$ cat src/rtl/des_pkg.sv
// Shared DES constants: permutation tables, S-boxes, key-shift schedule and controller states.
package des_pkg;
  localparam int BLK_W  = 64;
  localparam int CD_W   = 56;
  localparam int SUB_W  = 48;
  localparam int HALF_W = 32;

  typedef enum logic [1:0] {IDLE, ROUND, DONE} state_t;

  // Index 0 and 17 are padding so any 5-bit round index in use reads a defined entry.
  localparam logic [1:0] SHIFT [0:17] = '{2'd0, 2'd1, 2'd1, 2'd2, 2'd2, 2'd2, 2'd2, 2'd2, 2'd2,
                                         2'd1, 2'd2, 2'd2, 2'd2, 2'd2, 2'd2, 2'd2, 2'd1, 2'd0};

  localparam int IP_T [64] = '{58,50,42,34,26,18,10,2, 60,52,44,36,28,20,12,4,
                               62,54,46,38,30,22,14,6, 64,56,48,40,32,24,16,8,
                               57,49,41,33,25,17,9,1,  59,51,43,35,27,19,11,3,
                               61,53,45,37,29,21,13,5, 63,55,47,39,31,23,15,7};
  localparam int IPINV_T [64] = '{40,8,48,16,56,24,64,32, 39,7,47,15,55,23,63,31,
                                  38,6,46,14,54,22,62,30, 37,5,45,13,53,21,61,29,
                                  36,4,44,12,52,20,60,28, 35,3,43,11,51,19,59,27,
                                  34,2,42,10,50,18,58,26, 33,1,41,9,49,17,57,25};
  localparam int PC1_T [56] = '{57,49,41,33,25,17,9,1,58,50,42,34,26,18,
                                10,2,59,51,43,35,27,19,11,3,60,52,44,36,
                                63,55,47,39,31,23,15,7,62,54,46,38,30,22,
                                14,6,61,53,45,37,29,21,13,5,28,20,12,4};
  localparam int PC2_T [48] = '{14,17,11,24,1,5,3,28,15,6,21,10,
                                23,19,12,4,26,8,16,7,27,20,13,2,
                                41,52,31,37,47,55,30,40,51,45,33,48,
                                44,49,39,56,34,53,46,42,50,36,29,32};
  localparam int E_T [48] = '{32,1,2,3,4,5, 4,5,6,7,8,9, 8,9,10,11,12,13, 12,13,14,15,16,17,
                              16,17,18,19,20,21, 20,21,22,23,24,25, 24,25,26,27,28,29, 28,29,30,31,32,1};
  localparam int P_T [32] = '{16,7,20,21,29,12,28,17,1,15,23,26,5,18,31,10,
                              2,8,24,14,32,27,3,9,19,13,30,6,22,11,4,25};

  // Entry n = row*16 + col, entry 0 in the leftmost nibble.
  localparam logic [0:63][3:0] SBOX [8] = '{
    256'hE4D12FB83A6C59070F74E2D1A6CB953841E8D62BFC973A50FC8249175B3EA06D,
    256'hF18E6B34972DC05A3D47F28EC01A69B50E7BA4D158C6932FD8A13F42B67C05E9,
    256'hA09E63F51DC7B428D70934A6285ECBF1D6498F30B12C5AE71AD069874FE3B52C,
    256'h7DE3069A1285BC4FD8B56F03472C1AE9A690CB7DF13E52843F06A1D8945BC72E,
    256'h2C417AB6853FD0E9EB2C47D150FA3986421BAD78F9C5630EB8C71E2D6F09A453,
    256'hC1AF92680D34E75BAF427C9561DE0B389EF528C3704A1DB6432C95FABE17608D,
    256'h4B2EF08D3C975A61D0B7491AE35C2F8614BDC37EAF6805926BD814A7950FE23C,
    256'hD2846FB1A93E50C71FD8A374C56B0E927B419CE206ADF35821E74A8DFC90356B};

  function automatic logic [27:0] rotl28(input logic [27:0] x, input logic [1:0] n);
    case (n)
      2'd1:    return {x[26:0], x[27]};
      2'd2:    return {x[25:0], x[27:26]};
      default: return x;
    endcase
  endfunction

  function automatic logic [27:0] rotr28(input logic [27:0] x, input logic [1:0] n);
    case (n)
      2'd1:    return {x[0], x[27:1]};
      2'd2:    return {x[1:0], x[27:2]};
      default: return x;
    endcase
  endfunction
endpackage

$ cat src/rtl/des_key_iter.sv
// Iterative key schedule: CD register, per-round rotation and PC-2 for the current subkey.
// Right-rotate (decrypt) path exists only with DES_DECRYPT_EN.
module des_key_iter import des_pkg::*; (
  input  logic            clk,
  input  logic            rst,
  input  logic            i_load,
  input  logic [CD_W-1:0] i_cd,
  input  logic            i_step,
  input  logic [4:0]      i_rnd,
`ifdef DES_DECRYPT_EN
  input  logic            i_mode,
`endif
  output logic [SUB_W-1:0] o_k
);
  logic [CD_W-1:0] r_cd, w_cd_nxt, w_rotl;
  logic [1:0]      w_shl;

  assign w_shl  = SHIFT[i_rnd];
  assign w_rotl = {rotl28(r_cd[55:28], w_shl), rotl28(r_cd[27:0], w_shl)};

`ifdef DES_DECRYPT_EN
  logic [4:0]      w_didx;
  logic [1:0]      w_shr;
  logic [CD_W-1:0] w_rotr;
  // Decrypt walks the schedule backwards; round 1 uses CD as loaded (K16 == PC-2(C0D0)).
  assign w_didx   = (i_rnd >= 5'd2) ? 5'd18 - i_rnd : 5'd0;
  assign w_shr    = SHIFT[w_didx];
  assign w_rotr   = {rotr28(r_cd[55:28], w_shr), rotr28(r_cd[27:0], w_shr)};
  assign w_cd_nxt = !i_mode ? w_rotl : ((i_rnd == 5'd1) ? r_cd : w_rotr);
`else
  assign w_cd_nxt = w_rotl;
`endif

  pctwo u_pc2 (.i_cd(w_cd_nxt), .o_k(o_k));

  always_ff @(posedge clk) begin
    if (rst)         r_cd <= '0;
    else if (i_load) r_cd <= i_cd;
    else if (i_step) r_cd <= w_cd_nxt;
  end
endmodule

$ cat src/rtl/des_prims.sv
// DES building blocks: IP, PC-1, PC-2, IP^-1 and the Feistel function f(R,K).
// Bit 63 of a 64-bit word is DES bit 1; tables hold 1-based DES bit numbers.
module dataip import des_pkg::*; (
  input  logic [BLK_W-1:0] i_d,
  output logic [BLK_W-1:0] o_d
);
  for (genvar i = 0; i < BLK_W; i++) begin : g_p
    assign o_d[BLK_W-1-i] = i_d[BLK_W-IP_T[i]];
  end
endmodule

module ipinverse import des_pkg::*; (
  input  logic [BLK_W-1:0] i_d,
  output logic [BLK_W-1:0] o_d
);
  for (genvar i = 0; i < BLK_W; i++) begin : g_p
    assign o_d[BLK_W-1-i] = i_d[BLK_W-IPINV_T[i]];
  end
endmodule

module pcone import des_pkg::*; (
  input  logic [BLK_W-1:0] i_key,
  output logic [CD_W-1:0]  o_cd
);
  logic w_unused_par;
  assign w_unused_par = ^i_key;  // parity bits are dropped by PC-1
  for (genvar i = 0; i < CD_W; i++) begin : g_p
    assign o_cd[CD_W-1-i] = i_key[BLK_W-PC1_T[i]];
  end
endmodule

module pctwo import des_pkg::*; (
  input  logic [CD_W-1:0]  i_cd,
  output logic [SUB_W-1:0] o_k
);
  logic w_unused_cd;
  assign w_unused_cd = ^i_cd;
  for (genvar i = 0; i < SUB_W; i++) begin : g_p
    assign o_k[SUB_W-1-i] = i_cd[CD_W-PC2_T[i]];
  end
endmodule

module fencode import des_pkg::*; (
  input  logic [HALF_W-1:0] i_r,
  input  logic [SUB_W-1:0]  i_k,
  output logic [HALF_W-1:0] o_f
);
  logic [SUB_W-1:0]  w_e, w_x;
  logic [HALF_W-1:0] w_s;
  for (genvar i = 0; i < SUB_W; i++) begin : g_e
    assign w_e[SUB_W-1-i] = i_r[HALF_W-E_T[i]];
  end
  assign w_x = w_e ^ i_k;
  for (genvar s = 0; s < 8; s++) begin : g_sb
    logic [5:0] w_six, w_n;
    assign w_six = w_x[47-6*s -: 6];
    assign w_n   = {w_six[5], w_six[0], w_six[4:1]};
    assign w_s[31-4*s -: 4] = SBOX[s][w_n];
  end
  for (genvar i = 0; i < HALF_W; i++) begin : g_p
    assign o_f[HALF_W-1-i] = w_s[HALF_W-P_T[i]];
  end
endmodule

$ cat src/rtl/des_round_ctrl.sv
// Iterative DES engine: one shared round per clock, 16 rounds, valid/ready in and out.
// Optional decrypt mode (in_decrypt port) with DES_DECRYPT_EN.
module des_round_ctrl import des_pkg::*; (
  input  logic             clk,
  input  logic             rst,
  input  logic             in_valid,
  output logic             in_ready,
  input  logic [BLK_W-1:0] in_data,
  input  logic [BLK_W-1:0] in_key,
`ifdef DES_DECRYPT_EN
  input  logic             in_decrypt,
`endif
  output logic             out_valid,
  input  logic             out_ready,
  output logic [BLK_W-1:0] out_data,
  output logic             busy
);
  state_t             r_state, w_state_nxt;
  logic [HALF_W-1:0]  r_l, r_r, w_f, w_r_nxt;
  logic [4:0]         r_rnd;
  logic               r_out_valid;
  logic [BLK_W-1:0]   r_out_data, w_ip, w_fin;
  logic [CD_W-1:0]    w_cd0;
  logic [SUB_W-1:0]   w_k;
  logic               w_acc;
`ifdef DES_DECRYPT_EN
  logic               r_mode;
`endif

  assign in_ready  = (r_state == IDLE) && !rst;
  assign w_acc     = in_valid && in_ready;
  assign w_r_nxt   = r_l ^ w_f;
  assign out_valid = r_out_valid;
  assign out_data  = r_out_data;
  assign busy      = (r_state != IDLE);

  dataip u_ip  (.i_d(in_data), .o_d(w_ip));
  pcone  u_pc1 (.i_key(in_key), .o_cd(w_cd0));

  des_key_iter u_key (
    .clk    (clk),
    .rst    (rst),
    .i_load (w_acc),
    .i_cd   (w_cd0),
    .i_step (r_state == ROUND),
    .i_rnd  (r_rnd),
`ifdef DES_DECRYPT_EN
    .i_mode (r_mode),
`endif
    .o_k    (w_k)
  );

  fencode u_f (.i_r(r_r), .i_k(w_k), .o_f(w_f));
  // Final round output goes out with halves swapped: {R16, L16}.
  ipinverse u_ipi (.i_d({w_r_nxt, r_r}), .o_d(w_fin));

  always_comb begin
    w_state_nxt = r_state;
    case (r_state)
      IDLE:    if (w_acc)              w_state_nxt = ROUND;
      ROUND:   if (r_rnd == 5'd16)     w_state_nxt = DONE;
      DONE:    if (out_ready)          w_state_nxt = IDLE;
      default:                         w_state_nxt = IDLE;
    endcase
  end

  always_ff @(posedge clk) begin
    if (rst) r_state <= IDLE;
    else     r_state <= w_state_nxt;
  end

  always_ff @(posedge clk) begin
    if (rst) begin
      r_l         <= '0;
      r_r         <= '0;
      r_rnd       <= '0;
      r_out_valid <= 1'b0;
      r_out_data  <= '0;
`ifdef DES_DECRYPT_EN
      r_mode      <= 1'b0;
`endif
    end else begin
      if (w_acc) begin
        {r_l, r_r} <= w_ip;
        r_rnd      <= 5'd1;
`ifdef DES_DECRYPT_EN
        r_mode     <= in_decrypt;
`endif
      end else if (r_state == ROUND) begin
        r_l   <= r_r;
        r_r   <= w_r_nxt;
        r_rnd <= r_rnd + 5'd1;
        if (r_rnd == 5'd16) begin
          r_out_data  <= w_fin;
          r_out_valid <= 1'b1;
        end
      end
      if (r_state == DONE && out_ready) r_out_valid <= 1'b0;
    end
  end
endmodule

$ cat config.mk
export PLATFORM = sky130hd
export DESIGN_NAME = des_round_ctrl
export DESIGN_NICKNAME = d
export VERILOG_FILES = /design/src/rtl/des_pkg.sv /design/src/rtl/des_key_iter.sv /design/src/rtl/des_prims.sv /design/src/rtl/des_round_ctrl.sv
export SDC_FILE = /design/constraint.sdc
export NUM_CORES = 1
export LEC_CHECK = 0
export BUFFER_PORTS_ARGS = -buffer_cell sky130_fd_sc_hd__buf_2
export CAP_MARGIN = 15
export CORE_ASPECT_RATIO = 0.7
export CORE_UTILIZATION = 45
export CTS_BUF_LIST = sky130_fd_sc_hd__clkbuf_8
export DETAILED_ROUTE_END_ITERATION = 6
export GPL_ROUTABILITY_DRIVEN = 0
export RECOVER_POWER = 50
export SYNTH_ARGS = -nofsm -noshare
export SYNTH_HDL_FRONTEND = slang
export SYNTH_SLANG_ARGS = --single-unit
$ cat constraint.sdc
create_clock -name clk -period 8.4 [get_ports clk]
set_input_delay 1.68 -clock clk [delete_from_list [all_inputs] [get_ports clk]]
set_output_delay 1.68 -clock clk [all_outputs]
set_load 0.1 [all_outputs]
==> flow_summary.json <==
{
  "timing_hold_violations_final": 0,
  "grt_antenna_before_repair": 5,
  "final_max_slew_viol_count": 292,
  "root_buffer": "sky130_fd_sc_hd__clkbuf_8",
  "via_count_of_the_first_global_routing_pass": 14200,
  "grt_setup_unrepaired": "false",
  "clk_path_buf_depth": 2,
  "grt.overflow.total": 0,
  "layout-drive-gt1-share_pct": 13.2,
  "std_cell_rows": 55,
  "syn_area_um2": 15200,
  "synth_seq_cells": 192,
  "critical_path.max_fanout": 88,
  "setup.worst_path.class": "input port to register",
  "most_frequently_used_cell_type_in_the_post_synthesis_netlist": "sky130_fd_sc_hd__nand2_1",
  "synth.largest_area_cell": "sky130_fd_sc_hd__dfxtp_1",
  "syn_area_per_cell_um2": 7.77,
  "via_per_inst": 6.50,
  "placedInstanceArea_um2": 16200,
  "post_synth_num_cell_types": 90,
  "number_of_enable_type_register_cells_in_the_synthesized_netlist": 0,
  "worst_setup_path_start_kind": "input port",
  "period_share_pct": 77.6,
  "finalSetupViolations": 0,
  "maxSlewHeadroom_pct": -163,
  "cts-resized-gates": 0,
  "fmax_ghz": 0.153,
  "timing.reg2reg.setup_slack_ps": 2250,
  "grt_pass1_wl_um": 84000,
  "design_area_um2": 16500,
  "critPathRequiredTime_ps": 8730,
  "worst_clock_skew_ps": 20.6,
  "fp.dieH_um": 156,
  "cellPowerDensity_nw_per_um2": 371,
  "cp-end-kind": "register",
  "cts.sink_count": 192,
  "run_status": "finished with violations",
  "io_buffer_count": 190,
  "critical_path.cell_chain": "buf_6 > clkbuf_1 > clkbuf_2 > nand3b_1 > o221ai_1",
  "timing.rr.end": "out_data[48]",
  "synth.area.top_cells": "sky130_fd_sc_hd__dfxtp_1 25%, sky130_fd_sc_hd__nand2_1 6.0%, sky130_fd_sc_hd__ha_1 5.6%",
  "dp_hpwl_um": 39200,
  "gate_count_post_synth": 1957,
  "yosysWarningCount": 0,
  "grt_start_max_net_pins": 89,
  "worstSetupPathDepth": 5,
  "via_count": 16000,
  "cap_viol_max_count": 5,
  "synth_ff_type": "sky130_fd_sc_hd__dfxtp_1",
  "cts.reportedPaths.clkPinSlew_ps": 110,
  "wl_per_cell_um": 22.3,
  "share_of_the_synthesized_area_in_the_top_cell_type_pct": 25.3,
  "placeableCoreArea_um2": 32800,
  "cts_post_setup_buffers_inserted": 0,
  "cp_capture_point": "r_r[21]",
  "tns_ps": 0,
  "route.detailed.drc": 0,
  "post_layout_utilization_of_the_core_pct": 50.3,
  "reported_leakage_power_uw": 0.00592,
  "violations_in_the_final_reports": "capacitance limit, slew limit",
  "path_type_of_the_worst_min_delay_path": "register to register",
  "final.min_clock_period_ps": 6520,
  "drtAntennaViolNets": 0,
  "clock_tree_from_tritoncts": "done",
  "chipWidth_um": 222,
  "worst_reg_to_reg_cells": 18,
  "max-vdd-ir-drop_uv": 205,
  "flow.area_growth_from_synthesis_pct": 8.47,
  "track_usage_pct": 31.0,
  "tightestPinTransition_ps": 3940,
  "clk-insertion-delay-late_ps": 520,
  "regToRegStartpoint": "r_rnd[0]",
  "worst_ep_arrival_time_ps": 6850,
  "initial_utilization_pct": 46.4,
  "async_reset_ff_share_pct": 0,
  "crit_buf_inv": 3,
  "fp.dieArea_um2": 34500,
  "synthesis.nets": 2157,
  "number_of_buffers_added_by_the_clock_tree_synthesis_step": 17,
  "critical_path.slowest_cell": "sky130_fd_sc_hd__clkbuf_1",
  "drt_first_iter_violations": 1764,
  "route.final.wire_length_um": 55100,
  "cp_slowest_stage_delay_ps": 2790,
  "io_pins": 199,
  "detailedRoute.firstPassIterationCount": 6,
  "critPathLaunch": "rst",
  "timing.critical_path.max_delay_family": "buffers and inverters",
  "seq_area_frac_synth_pct": 25.3,
  "cts_hold_buf": 0,
  "synth.top_cells.by_count": "241 x sky130_fd_sc_hd__nand2_1, 194 x sky130_fd_sc_hd__nor2_1, 192 x sky130_fd_sc_hd__dfxtp_1",
  "finalNetCount": 2225,
  "cts_htree_levels": 4
}
-- metrics by stage --
step	worst slack (ps)	instances	hold WS, ps	power, uW
global placement	2710	2433	443	5260
detailed placement	2550	2433	446	5340
CTS	2520	2464	462	6040
finish	1880	2467	464	6110
floorplan	2930	1957	445	4300
global route	1470	2467	483	6510
-- cell usage in the layout, fill, tap and decap left out, types with 33 or more instances in the layout --
cell type,n
sky130_fd_sc_hd__o211ai_1,52
sky130_fd_sc_hd__dfxtp_1,192
sky130_fd_sc_hd__o21ai_0,48
sky130_fd_sc_hd__clkbuf_1,69
sky130_fd_sc_hd__xnor2_1,50
sky130_fd_sc_hd__nor3_1,88
sky130_fd_sc_hd__buf_2,123
sky130_fd_sc_hd__mux2i_1,39
sky130_fd_sc_hd__nand2_1,240
sky130_fd_sc_hd__a221oi_1,58
sky130_fd_sc_hd__nor2_1,193
sky130_fd_sc_hd__ha_1,66
sky130_fd_sc_hd__o21ai_1,33
sky130_fd_sc_hd__a22oi_1,65
sky130_fd_sc_hd__a21oi_1,118
sky130_fd_sc_hd__a211oi_1,51
-- worst min-delay path by stage --
stage,startpoint,to,slack (ps),cells after the start
floorplan,r_l[27],r_l[27],440,2
global placement,out_valid,out_valid,440,2
detailed placement,out_data[34],out_data[34],450,2
CTS,out_data[34],out_data[34],460,2
global route,out_data[34],out_data[34],480,2
finish,out_data[34],out_data[34],460,2
-- area by class of cell --
type | instances | area, um^2
fill | 3289 | 16300
multi-input combinational | 1559 | 10500
sequential | 192 | 3840
timing repair buffer | 216 | 1060
tap | 427 | 534
clock buffer | 18 | 248
clock inverter | 13 | 174
inverter | 39 | 146
antenna | 3 | 7.51
-- sequential cells by signal, summed over array words and instances, names as in the netlist --
name / count
r_r: 32
out_data: 64
u_key.r_cd: 56
r_state: 2
r_l: 32
r_rnd: 5
out_valid: 1
-- kinds of logic after synthesis --
group / count (synthesis) / share of synthesized area (%)
simple gates: 699 / 21.2
compound gates: 646 / 31.4
buf+inv: 206 / 5.99
xor+xnor: 96 / 6.79
flops: 192 / 25.3
fa+ha+maj: 70 / 5.73
mux: 48 / 3.68
-- per-layer routing --
layer  GRT usage, %  up-vias  part of all wire (%)
li1               -     7458                     -
met1           44.6     7710                    45
met2           46.3      778                    43
met3           5.93       88                   8.8
met4           9.56        2                   2.6
met5              0        -                 0.024
-- worst min-delay path: stages, from the launching register on --
cell and delay, ps:
sky130_fd_sc_hd__dfxtp_1 330, sky130_fd_sc_hd__nand2_1 50, sky130_fd_sc_hd__a21oi_1 50
-- power breakdown --
group / internal (uW) / switching (uW) / total [uW]
logic: 1520 / 2640 / 4160
registers: 1010 / 250 / 1260
clock network: 285 / 400 / 685
total: 2820 / 3290 / 6110
No activity file was read; power rests on OpenSTA's default activity.
